File: config.mk
export PLATFORM = sky130hd
export DESIGN_NAME = chacha_xor_stream_flat
export DESIGN_NICKNAME = d
export VERILOG_FILES = /design/src/rtl/chacha_pkg.sv /design/src/rtl/chacha_xor_stream_if.sv /design/src/rtl/chacha_skid_reg.sv /design/src/rtl/chacha_xor_stream.sv /design/src/flat_wrapper.sv
export SDC_FILE = /design/constraint.sdc
export NUM_CORES = 1
export LEC_CHECK = 0
export CORE_MARGIN = 2
export CORE_UTILIZATION = 49
export CTS_BUF_LIST = sky130_fd_sc_hd__clkbuf_4
export DETAILED_ROUTE_END_ITERATION = 10
export GPL_TIMING_DRIVEN = 0
export PLACE_DENSITY = 0.82
export SLEW_MARGIN = 20
export SYNTH_ARGS = -nofsm -noshare
export SYNTH_HDL_FRONTEND = slang
export SYNTH_SLANG_ARGS = --single-unit
File: constraint.sdc
create_clock -name clk -period 2.98 [get_ports clk]
set_clock_uncertainty 0.2 [all_clocks]
set_input_delay 0.596 -clock clk [delete_from_list [all_inputs] [get_ports clk]]
set_output_delay 0.596 -clock clk [all_outputs]
set_load 0.05 [all_outputs]
File: src/rtl/chacha_pkg.sv
// Shared types and constants for the ChaCha keystream XOR stream block.
package chacha_pkg;

  localparam int unsigned BLK_BYTES = 64;
  localparam int unsigned IDX_W     = $clog2(BLK_BYTES);
  localparam int unsigned DATA_W    = 8;

  typedef enum logic [1:0] {
    IDLE,
    STREAM,
    FLUSH,
    HALT
  } chacha_state_e;

  typedef struct packed {
    logic              last;
    logic [DATA_W-1:0] data;
  } chacha_beat_t;

endpackage

File: src/rtl/chacha_xor_stream_if.sv
// Plaintext-in / ciphertext-out byte stream bundle; the DUT side uses the slave modport.
interface chacha_xor_stream_if;
  import chacha_pkg::*;

  logic              pt_valid;
  logic [DATA_W-1:0] pt_data;
  logic              pt_last;
  logic              pt_ready;

  logic              ct_valid;
  logic [DATA_W-1:0] ct_data;
  logic              ct_last;
  logic              ct_ready;

  modport master (
    output pt_valid, pt_data, pt_last, ct_ready,
    input  pt_ready, ct_valid, ct_data, ct_last
  );

  modport slave (
    input  pt_valid, pt_data, pt_last, ct_ready,
    output pt_ready, ct_valid, ct_data, ct_last
  );

endinterface

File: src/rtl/chacha_skid_reg.sv
// Single-entry registered valid/ready stage for one ciphertext byte plus its last flag.
module chacha_skid_reg
  import chacha_pkg::*;
(
  input  logic         clk,
  input  logic         rst,
  input  logic         in_valid,
  input  chacha_beat_t in_beat,
  output logic         in_ready_c,
  output logic         out_valid,
  output chacha_beat_t out_beat,
  input  logic         out_ready
);

  // Accept a new beat whenever the held one is absent or leaving this cycle.
  assign in_ready_c = !out_valid || out_ready;

  always_ff @(posedge clk) begin
    if (rst) begin
      out_valid <= 1'b0;
      out_beat  <= '0;
    end else if (in_ready_c) begin
      out_valid <= in_valid;
      if (in_valid) begin
        out_beat <= in_beat;
      end
    end
  end

endmodule

File: src/rtl/chacha_xor_stream.sv
// XORs plaintext bytes with ChaCha keystream bytes, tracking 64-byte block boundaries.
// Define CHACHA_XOR_SKIDBUF_EN to register the ciphertext output (1-cycle latency).
module chacha_xor_stream
  import chacha_pkg::*;
#(
  parameter int unsigned CTR_W = 32
) (
  input  logic              clk,
  input  logic              rst,
  chacha_xor_stream_if.slave bus,
  input  logic              ks_blk_ready,
  input  logic [DATA_W-1:0] ks_data,
  output logic              ks_rd_blk,
  output logic [CTR_W-1:0]  blk_cnt,
  output logic              blk_done,
  output logic              ctr_err
);

  localparam logic [IDX_W-1:0] LAST_IDX = IDX_W'(BLK_BYTES - 1);

  chacha_state_e     state_q, state_d;
  logic [IDX_W-1:0]  idx_q;
  logic              pt_ready_c;
  logic              fire_c;
  logic              ks_rd_c;
  logic              wrap_c;
  logic              ovf_c;
  logic              out_ready_c;
  chacha_beat_t      pt_beat_c;

  always_ff @(posedge clk) begin
    if (rst) begin
      state_q <= IDLE;
    end else begin
      state_q <= state_d;
    end
  end

  // Next state plus handshake/strobe decode; a counter wrap into HALT wins over everything.
  always_comb begin
    state_d    = state_q;
    pt_ready_c = 1'b0;
    fire_c     = 1'b0;
    ks_rd_c    = 1'b0;
    unique case (state_q)
      IDLE: begin
        if (ks_blk_ready) begin
          state_d = STREAM;
        end
      end
      STREAM: begin
        pt_ready_c = ks_blk_ready & out_ready_c;
        fire_c     = bus.pt_valid & pt_ready_c;
        ks_rd_c    = fire_c;
      end
      FLUSH: begin
        ks_rd_c = ks_blk_ready;
      end
      HALT: begin
        state_d = HALT;
      end
      default: begin
        state_d = IDLE;
      end
    endcase
    wrap_c = ks_rd_c & (idx_q == LAST_IDX);
    ovf_c  = wrap_c & (&blk_cnt);
    if (ovf_c) begin
      state_d = HALT;
    end else if ((state_q == STREAM) && fire_c && bus.pt_last && !wrap_c) begin
      state_d = FLUSH;
    end else if ((state_q == FLUSH) && wrap_c) begin
      state_d = STREAM;
    end
  end

  always_ff @(posedge clk) begin
    if (rst) begin
      idx_q    <= '0;
      blk_cnt  <= '0;
      blk_done <= 1'b0;
      ctr_err  <= 1'b0;
    end else begin
      blk_done <= wrap_c;
      if (ks_rd_c) begin
        idx_q <= idx_q + IDX_W'(1);
      end
      if (wrap_c) begin
        blk_cnt <= blk_cnt + CTR_W'(1);
      end
      if (ovf_c) begin
        ctr_err <= 1'b1;
      end
    end
  end

  assign ks_rd_blk    = ks_rd_c;
  assign bus.pt_ready = pt_ready_c;
  assign pt_beat_c    = '{last: bus.pt_last, data: bus.pt_data ^ ks_data};

`ifdef CHACHA_XOR_SKIDBUF_EN
  chacha_beat_t ct_beat;
  logic         skid_in_ready_c;

  chacha_skid_reg u_skid (
    .clk        (clk),
    .rst        (rst),
    .in_valid   (fire_c),
    .in_beat    (pt_beat_c),
    .in_ready_c (skid_in_ready_c),
    .out_valid  (bus.ct_valid),
    .out_beat   (ct_beat),
    .out_ready  (bus.ct_ready)
  );

  assign out_ready_c = skid_in_ready_c;
  assign bus.ct_data = ct_beat.data;
  assign bus.ct_last = ct_beat.last;
`else
  logic ct_valid_c;

  // Zero-latency path: ciphertext is presented while the plaintext byte is offered.
  assign ct_valid_c   = (state_q == STREAM) & bus.pt_valid & ks_blk_ready;
  assign out_ready_c  = bus.ct_ready;
  assign bus.ct_valid = ct_valid_c;
  assign bus.ct_data  = ct_valid_c ? pt_beat_c.data : '0;
  assign bus.ct_last  = ct_valid_c & pt_beat_c.last;
`endif

endmodule
File: src/flat_wrapper.sv
// flat-port wrapper written by rule: the top's interface ports become plain ports
module chacha_xor_stream_flat import chacha_pkg::*;
#(
  parameter int unsigned CTR_W = 32
)
  (clk, rst, ks_blk_ready, ks_data, ks_rd_blk, blk_cnt, blk_done, ctr_err, bus_pt_valid, bus_pt_data, bus_pt_last, bus_ct_ready, bus_pt_ready, bus_ct_valid, bus_ct_data, bus_ct_last);
  chacha_xor_stream_if bus_i ();
  input  logic clk;
  input  logic rst;
  input  logic ks_blk_ready;
  input  logic [DATA_W-1:0] ks_data;
  output logic ks_rd_blk;
  output logic [CTR_W-1:0] blk_cnt;
  output logic blk_done;
  output logic ctr_err;
  input wire logic [$bits(bus_i.pt_valid)-1:0] bus_pt_valid;
  input wire logic [$bits(bus_i.pt_data)-1:0] bus_pt_data;
  input wire logic [$bits(bus_i.pt_last)-1:0] bus_pt_last;
  input wire logic [$bits(bus_i.ct_ready)-1:0] bus_ct_ready;
  output wire logic [$bits(bus_i.pt_ready)-1:0] bus_pt_ready;
  output wire logic [$bits(bus_i.ct_valid)-1:0] bus_ct_valid;
  output wire logic [$bits(bus_i.ct_data)-1:0] bus_ct_data;
  output wire logic [$bits(bus_i.ct_last)-1:0] bus_ct_last;
  assign bus_i.pt_valid = bus_pt_valid;
  assign bus_i.pt_data = bus_pt_data;
  assign bus_i.pt_last = bus_pt_last;
  assign bus_i.ct_ready = bus_ct_ready;
  assign bus_pt_ready = bus_i.pt_ready;
  assign bus_ct_valid = bus_i.ct_valid;
  assign bus_ct_data = bus_i.ct_data;
  assign bus_ct_last = bus_i.ct_last;
  chacha_xor_stream #(.CTR_W(CTR_W)) u_core (.clk(clk), .rst(rst), .bus(bus_i), .ks_blk_ready(ks_blk_ready), .ks_data(ks_data), .ks_rd_blk(ks_rd_blk), .blk_cnt(blk_cnt), .blk_done(blk_done), .ctr_err(ctr_err));
endmodule
======== After elaboration in Yosys (flattened, before gate mapping) ========
Cells that the tools add are included.
word-level totals
  flip-flop bits (word level) ............. 42
  bits of input ports ..................... 22
  output and inout port bits .............. 46
operators by class
  add/subtract/negate cells ............... 2
  eq/ne operators ......................... 5
  muxes and demuxes ....................... 9
  bitwise logic cells ..................... 8
  reductions and logical operators ........ 9
operator list
  kind                                                                     number
  32-bit by 1-bit adder with 32-bit output, second input constant          1
  32-bit AND reduction                                                     1
  2-bit 2-to-1 mux                                                         4
  8-bit 2-to-1 mux                                                         1
  8-bit XOR                                                                1
  1-bit AND                                                                7
  6-bit by 1-bit adder with 6-bit output, second input constant            1
  6-bit equality test, second input constant                               1
  5-bit by 2-bit inequality test with 1-bit output, second input constant  1
  5-bit nonzero test                                                       1
  2-bit equality test, second input constant                               2
  1-bit logical AND                                                        4
  2-bit case mux with 2 select lines                                       1
  2-bit by 1-bit equality test with 1-bit output, second input constant    1
  2-bit logical NOT                                                        1
  1-bit 2-to-1 mux                                                         2
  1-bit case mux with 2 select lines                                       1
  2-bit AND reduction                                                      1
  1-bit logical NOT                                                        1

======== Depth between registers and ports, before layout ========
Gate-level depths: netlist (run 1).
  word-level depth ........................ 8
  gate-level depth with buffers ........... 8
  depth with buffers taken out ............ 6

======== Worst setup path after synthesis (run 1) ========
No wires, ideal clock.
  kind .................................... input port to output port
  start ................................... input ks_blk_ready
  end ..................................... output bus_ct_last
  data arrival time ....................... 1.841 ns
  required time ........................... 2.184 ns
  path slack .............................. 0.343 ns
  cell stages on the path ................. 4
  cells stage by stage .................... buf_2 nand3_1 inv_1 and2_1
on the way
  word-level cells in the longest chain between the ends .. 2
RTL lines
  element             RTL line                  text
  start: declaration  flat_wrapper.sv:10        input logic ks_blk_ready;
  1-bit AND           chacha_xor_stream.sv:123  assign ct_valid_c = (state_q == STREAM) & bus.pt_valid & ks_blk_ready;
  net bus_ct_valid    flat_wrapper.sv:21        output wire logic [$bits(bus_i.ct_valid)-1:0] bus_ct_valid;
  1-bit AND           chacha_xor_stream.sv:127  assign bus.ct_last = ct_valid_c & pt_beat_c.last;
  end: declaration    flat_wrapper.sv:23        output wire logic [$bits(bus_i.ct_last)-1:0] bus_ct_last;
The timed path passes the listed nets, and every way through them passes these cells.

======== Worst setup path in the final report (run 1) ========
  start ................................... input bus_pt_valid
  end ..................................... output bus_ct_last
on the way
  word-level cells in the longest chain between the ends .. 3
RTL lines
  element                  RTL line                  text
  start: declaration       flat_wrapper.sv:16        input wire logic [$bits(bus_i.pt_valid)-1:0] bus_pt_valid;
  1-bit AND (2 in series)  chacha_xor_stream.sv:123
  1-bit AND                chacha_xor_stream.sv:127
Every way passes these cells.

==> flow_metrics.py, run 1 <==
metrics = {
    "run_status": {
        "run_status": "complete, no violations",
    },
    "logic_synthesis": {
        "postSynthNetCount": 314,
        "muxShareOfSynthArea": 0.05272,
        "synth_cell_types": 36,
        "post-synth-top-area-fraction": 0.3615,
        "combinational_family_with_the_most_area_after_synthesis": "simple AND/OR/NAND/NOR gates",
        "top_cell_types_by_occurrence_after_synthesis": "sky130_fd_sc_hd__dfxtp_1 (42), sky130_fd_sc_hd__nor2_1 (29), sky130_fd_sc_hd__a21oi_1 (22), sky130_fd_sc_hd__nand2_1 (19), sky130_fd_sc_hd__xnor2_1 (15)",
        "synth_fa_ha_area_frac": 0.03228,
        "synth_enable_flop_cells": 0,
        "synth-compound-area-share": 0.1296,
        "yosys_register_bits": 42,
        "netlist_instances": 286,
        "synth_area_leaders": "sky130_fd_sc_hd__dfxtp_1 (36%), sky130_fd_sc_hd__xnor2_1 (5.6%), sky130_fd_sc_hd__mux2_2 (4.8%)",
        "top_count_cell_post_synth": "sky130_fd_sc_hd__dfxtp_1",
        "yosysWarningCount": 0,
        "syn-cell-area_um2": 2326,
        "synth_xor_area_frac": 0.06025,
        "synth_top_flop_cell": "sky130_fd_sc_hd__dfxtp_1",
        "synth_largest_area_cell": "sky130_fd_sc_hd__dfxtp_1",
        "avg_cell_area_syn_um2": 8.133,
        "ys_seq_area_frac": 0.3615,
        "synthSimpleGateAreaFrac": 0.3222,
        "asyncSetResetFlopFracSynth": 0,
    },
    "drt": {
        "wire_per_inst_um": 14.85,
        "vias_per_cell": 5.850,
        "detail_route.drc_violations": 0,
        "totalWireLength_um": 6134,
        "drt.antenna.violating_nets": 0,
        "drt_pre_antenna_iters": 4,
        "drt_iter0_markers": 186,
        "routed_vias": 2416,
    },
    "die": {
        "fp.coreArea_um2": 4661,
        "initial_core_util": 0.4991,
        "num_rows": 25,
        "top_level_ports": 68,
        "design.die.area_um2": 5314,
        "floorplan_die_width_um": 72.90,
        "die_h_um": 72.90,
    },
    "timing": {
        "post-route-period-util": 0.9777,
        "final-max-slew-violation-count": 0,
        "min_cycle_time_layout_ps": 2914,
        "setup_viol": 0,
        "timing.slew.headroom": 0.6540,
        "final_hold_violations": 0,
        "fmax_mhz": 343.2,
        "max_slew.worst_pin.slew_ps": 518.1,
        "holdWs_ps": 261.7,
        "grt_setup_unrepaired": "true",
    },
    "clock_network": {
        "cts.hold.buffers_added": 0,
        "post-cts-setup-buffer-count": 0,
        "cts_inserted_buffers": 5,
        "htree_num_levels": 2,
        "cts.clk_slew.worst_paths_ps": 120,
        "clock_latency_ps": 380,
        "max-clock-path-buffers": 2,
        "clkSinkCount": 42,
        "clock_tree_from_tritoncts": "yes",
        "clockRootBuffer": "sky130_fd_sc_hd__clkbuf_4",
    },
    "power_and_ir_drop": {
        "p_leak_nw": 1.040,
        "p_sw_frac": 0.2762,
        "vdd.ir_drop.worst_uv": 196.5,
        "p_switching_mw": 0.2712,
        "total_power_mw": 0.9816,
        "power_frac_clock": 0.303,
        "combPwrFrac": 0.119,
        "pint_mw": 0.7105,
        "powerDensity_nw_per_um2": 320.1,
        "seqPwrFrac": 0.577,
    },
    "worst_setup_path": {
        "timing.critical_path.from_type": "input port",
        "cp-end-kind": "output pin",
        "cp_max_fo": 9,
        "reg2regPathDepth": 7,
        "criticalPathCategory": "input port to output pin",
        "required_ps": 2180,
        "cp.arrival_ps": 2120,
    },
    "layout": {
        "relative_area_change_from_synthesis_to_final_layout_pct": 31.85,
        "diodes_inserted": 0,
        "final_net_count": 386,
        "utilization": 0.6580,
        "layout-drive-gt1-share": 0.1058,
    },
    "global_route": {
        "pin_count_of_the_biggest_net_entering_global_routing": 13,
        "antenna_found_initial": 0,
        "met2_usage": 0.4152,
        "grt_first_pass_wirelength_um": 10050,
        "grtUsageMet3": 0.04282,
        "grt-ovfl-total": 0,
        "vias_in_the_first_global_route": 2288,
        "grt_peak_use_layer": "met2",
        "globalRouteMet1Util": 0.2850,
        "grt_usage": 0.2382,
    },
    "place": {
        "finalWeightedCongestion": 0.8377,
        "place.port_buffers": 65,
        "dp_hpwl_um": 4477,
    },
    "worst_hold_path": {
        "hold_path_depth": 2,
        "min_path_type": "flip-flop to flip-flop",
    },
    "run": {
        "max_cap_violations": 0,
    },
}
-- kinds of logic (layout without fill, tap and decap cells) --
logic type                 Yosys count  count (layout)
adders and majority gates            6               6
xor gates and xnor gates            16              16
DFF                                 42              42
and+or+nand+nor                    136             136
muxes                               11              11
buffers and inverters               25              98
AOI/OAI and AO/OA                   50              50
-- worst max-delay path, cell delays in order --
cell and delay (ps):
sky130_fd_sc_hd__clkdlybuf4s50_1 570, sky130_fd_sc_hd__nand3_1 310, sky130_fd_sc_hd__inv_1 150, sky130_fd_sc_hd__and2_1 130, sky130_fd_sc_hd__clkdlybuf4s15_2 370
-- power by group through the flow --
stage                     logic [mW]  registers [mW]  clock network (mW)
after CTS                      0.116           0.567               0.298
after global placement         0.116           0.579                   0
after floorplan               0.0678           0.578                   0
after global routing           0.127           0.567               0.316
final                          0.117           0.567               0.298
after detailed placement       0.118           0.579                   0
-- area by class of cell --
type,instances,area [um^2]
Clock buffer,6,45.04
Fill cell,426,1594
Multi-Input combinational cell,219,1404
Clock inverter,2,8.758
Buffer,16,62.56
Tap cell,54,67.56
Sequential cell,42,840.8
Inverter,9,33.78
Timing Repair Buffer,65,604.3
-- per-layer routing --
layer	vias to the layer above	routed length (um)
met5	-	0
met4	0	81
met3	8	258
met2	70	3106
met1	1141	2688
li1	1197	-
-- sequential cells by signal, indices dropped and copies added (netlist names) --
signal / flops
u_core.ctr_err: 1
u_core.blk_cnt: 32
u_core.idx_q: 6
u_core.blk_done: 1
u_core.state_q: 2
-- repair_timing --
item | CTS | global route
endpoints found under the setup margin | 11 | 10
gates cloned | 0 | 0
resized for setup | 14 | 22
-- placed cells by master (no fill, tap or decap), types with 9 or more instances in the layout --
master / Yosys / routed
sky130_fd_sc_hd__clkdlybuf4s50_1: 0 / 53
sky130_fd_sc_hd__dfxtp_1: 42 / 42
sky130_fd_sc_hd__nor2_1: 29 / 29
sky130_fd_sc_hd__a21oi_1: 22 / 22
sky130_fd_sc_hd__nand2_1: 19 / 19
sky130_fd_sc_hd__xnor2_1: 15 / 15
sky130_fd_sc_hd__clkbuf_1: 14 / 14
sky130_fd_sc_hd__nand3_1: 13 / 13
sky130_fd_sc_hd__o31ai_1: 13 / 13
sky130_fd_sc_hd__nor4_1: 12 / 12
sky130_fd_sc_hd__or4_1: 11 / 11
sky130_fd_sc_hd__clkbuf_2: 1 / 11
sky130_fd_sc_hd__nor2b_1: 10 / 10
sky130_fd_sc_hd__nand4_1: 10 / 10
sky130_fd_sc_hd__mux2_2: 10 / 10
sky130_fd_sc_hd__inv_1: 9 / 9
-- final timing paths --
check | start | slack, ps | to
max reg2reg | u_core.state_q[0] | 240 | u_core.blk_cnt[23]
min | u_core.ctr_err | 260 | u_core.ctr_err
min reg2reg | u_core.ctr_err | 260 | u_core.ctr_err
max | bus_pt_valid | 70 | bus_ct_last
-- per-stage QoR --
| stage | setup WS [ps] | std cells | setup TNS [ps] | cell area [um^2] |
|---|---|---|---|---|
| final | 66.47 | 413 | 0 | 3067 |
| after global routing | -40.67 | 413 | -40.67 | 3067 |
| after CTS | 14.17 | 413 | 0 | 3093 |
| after detailed placement | -404.4 | 405 | -2670 | 3044 |
| after global placement | -413.3 | 405 | -2489 | 3044 |
| after floorplan | 343.4 | 286 | 0 | 2326 |
Note: power is estimated with default switching activity, not from simulation.
==> run 2: changes to the inputs <==
--- a/config.mk
+++ b/config.mk
@@ -5,6 +5,7 @@
 export SDC_FILE = /design/constraint.sdc
 export NUM_CORES = 1
 export LEC_CHECK = 0
+export CAP_MARGIN = 25
 export CORE_MARGIN = 2
 export CORE_UTILIZATION = 49
 export CTS_BUF_LIST = sky130_fd_sc_hd__clkbuf_4
==> results of run 2 <==
No change in the layout: final DEF, timing and power equal those of run 1.
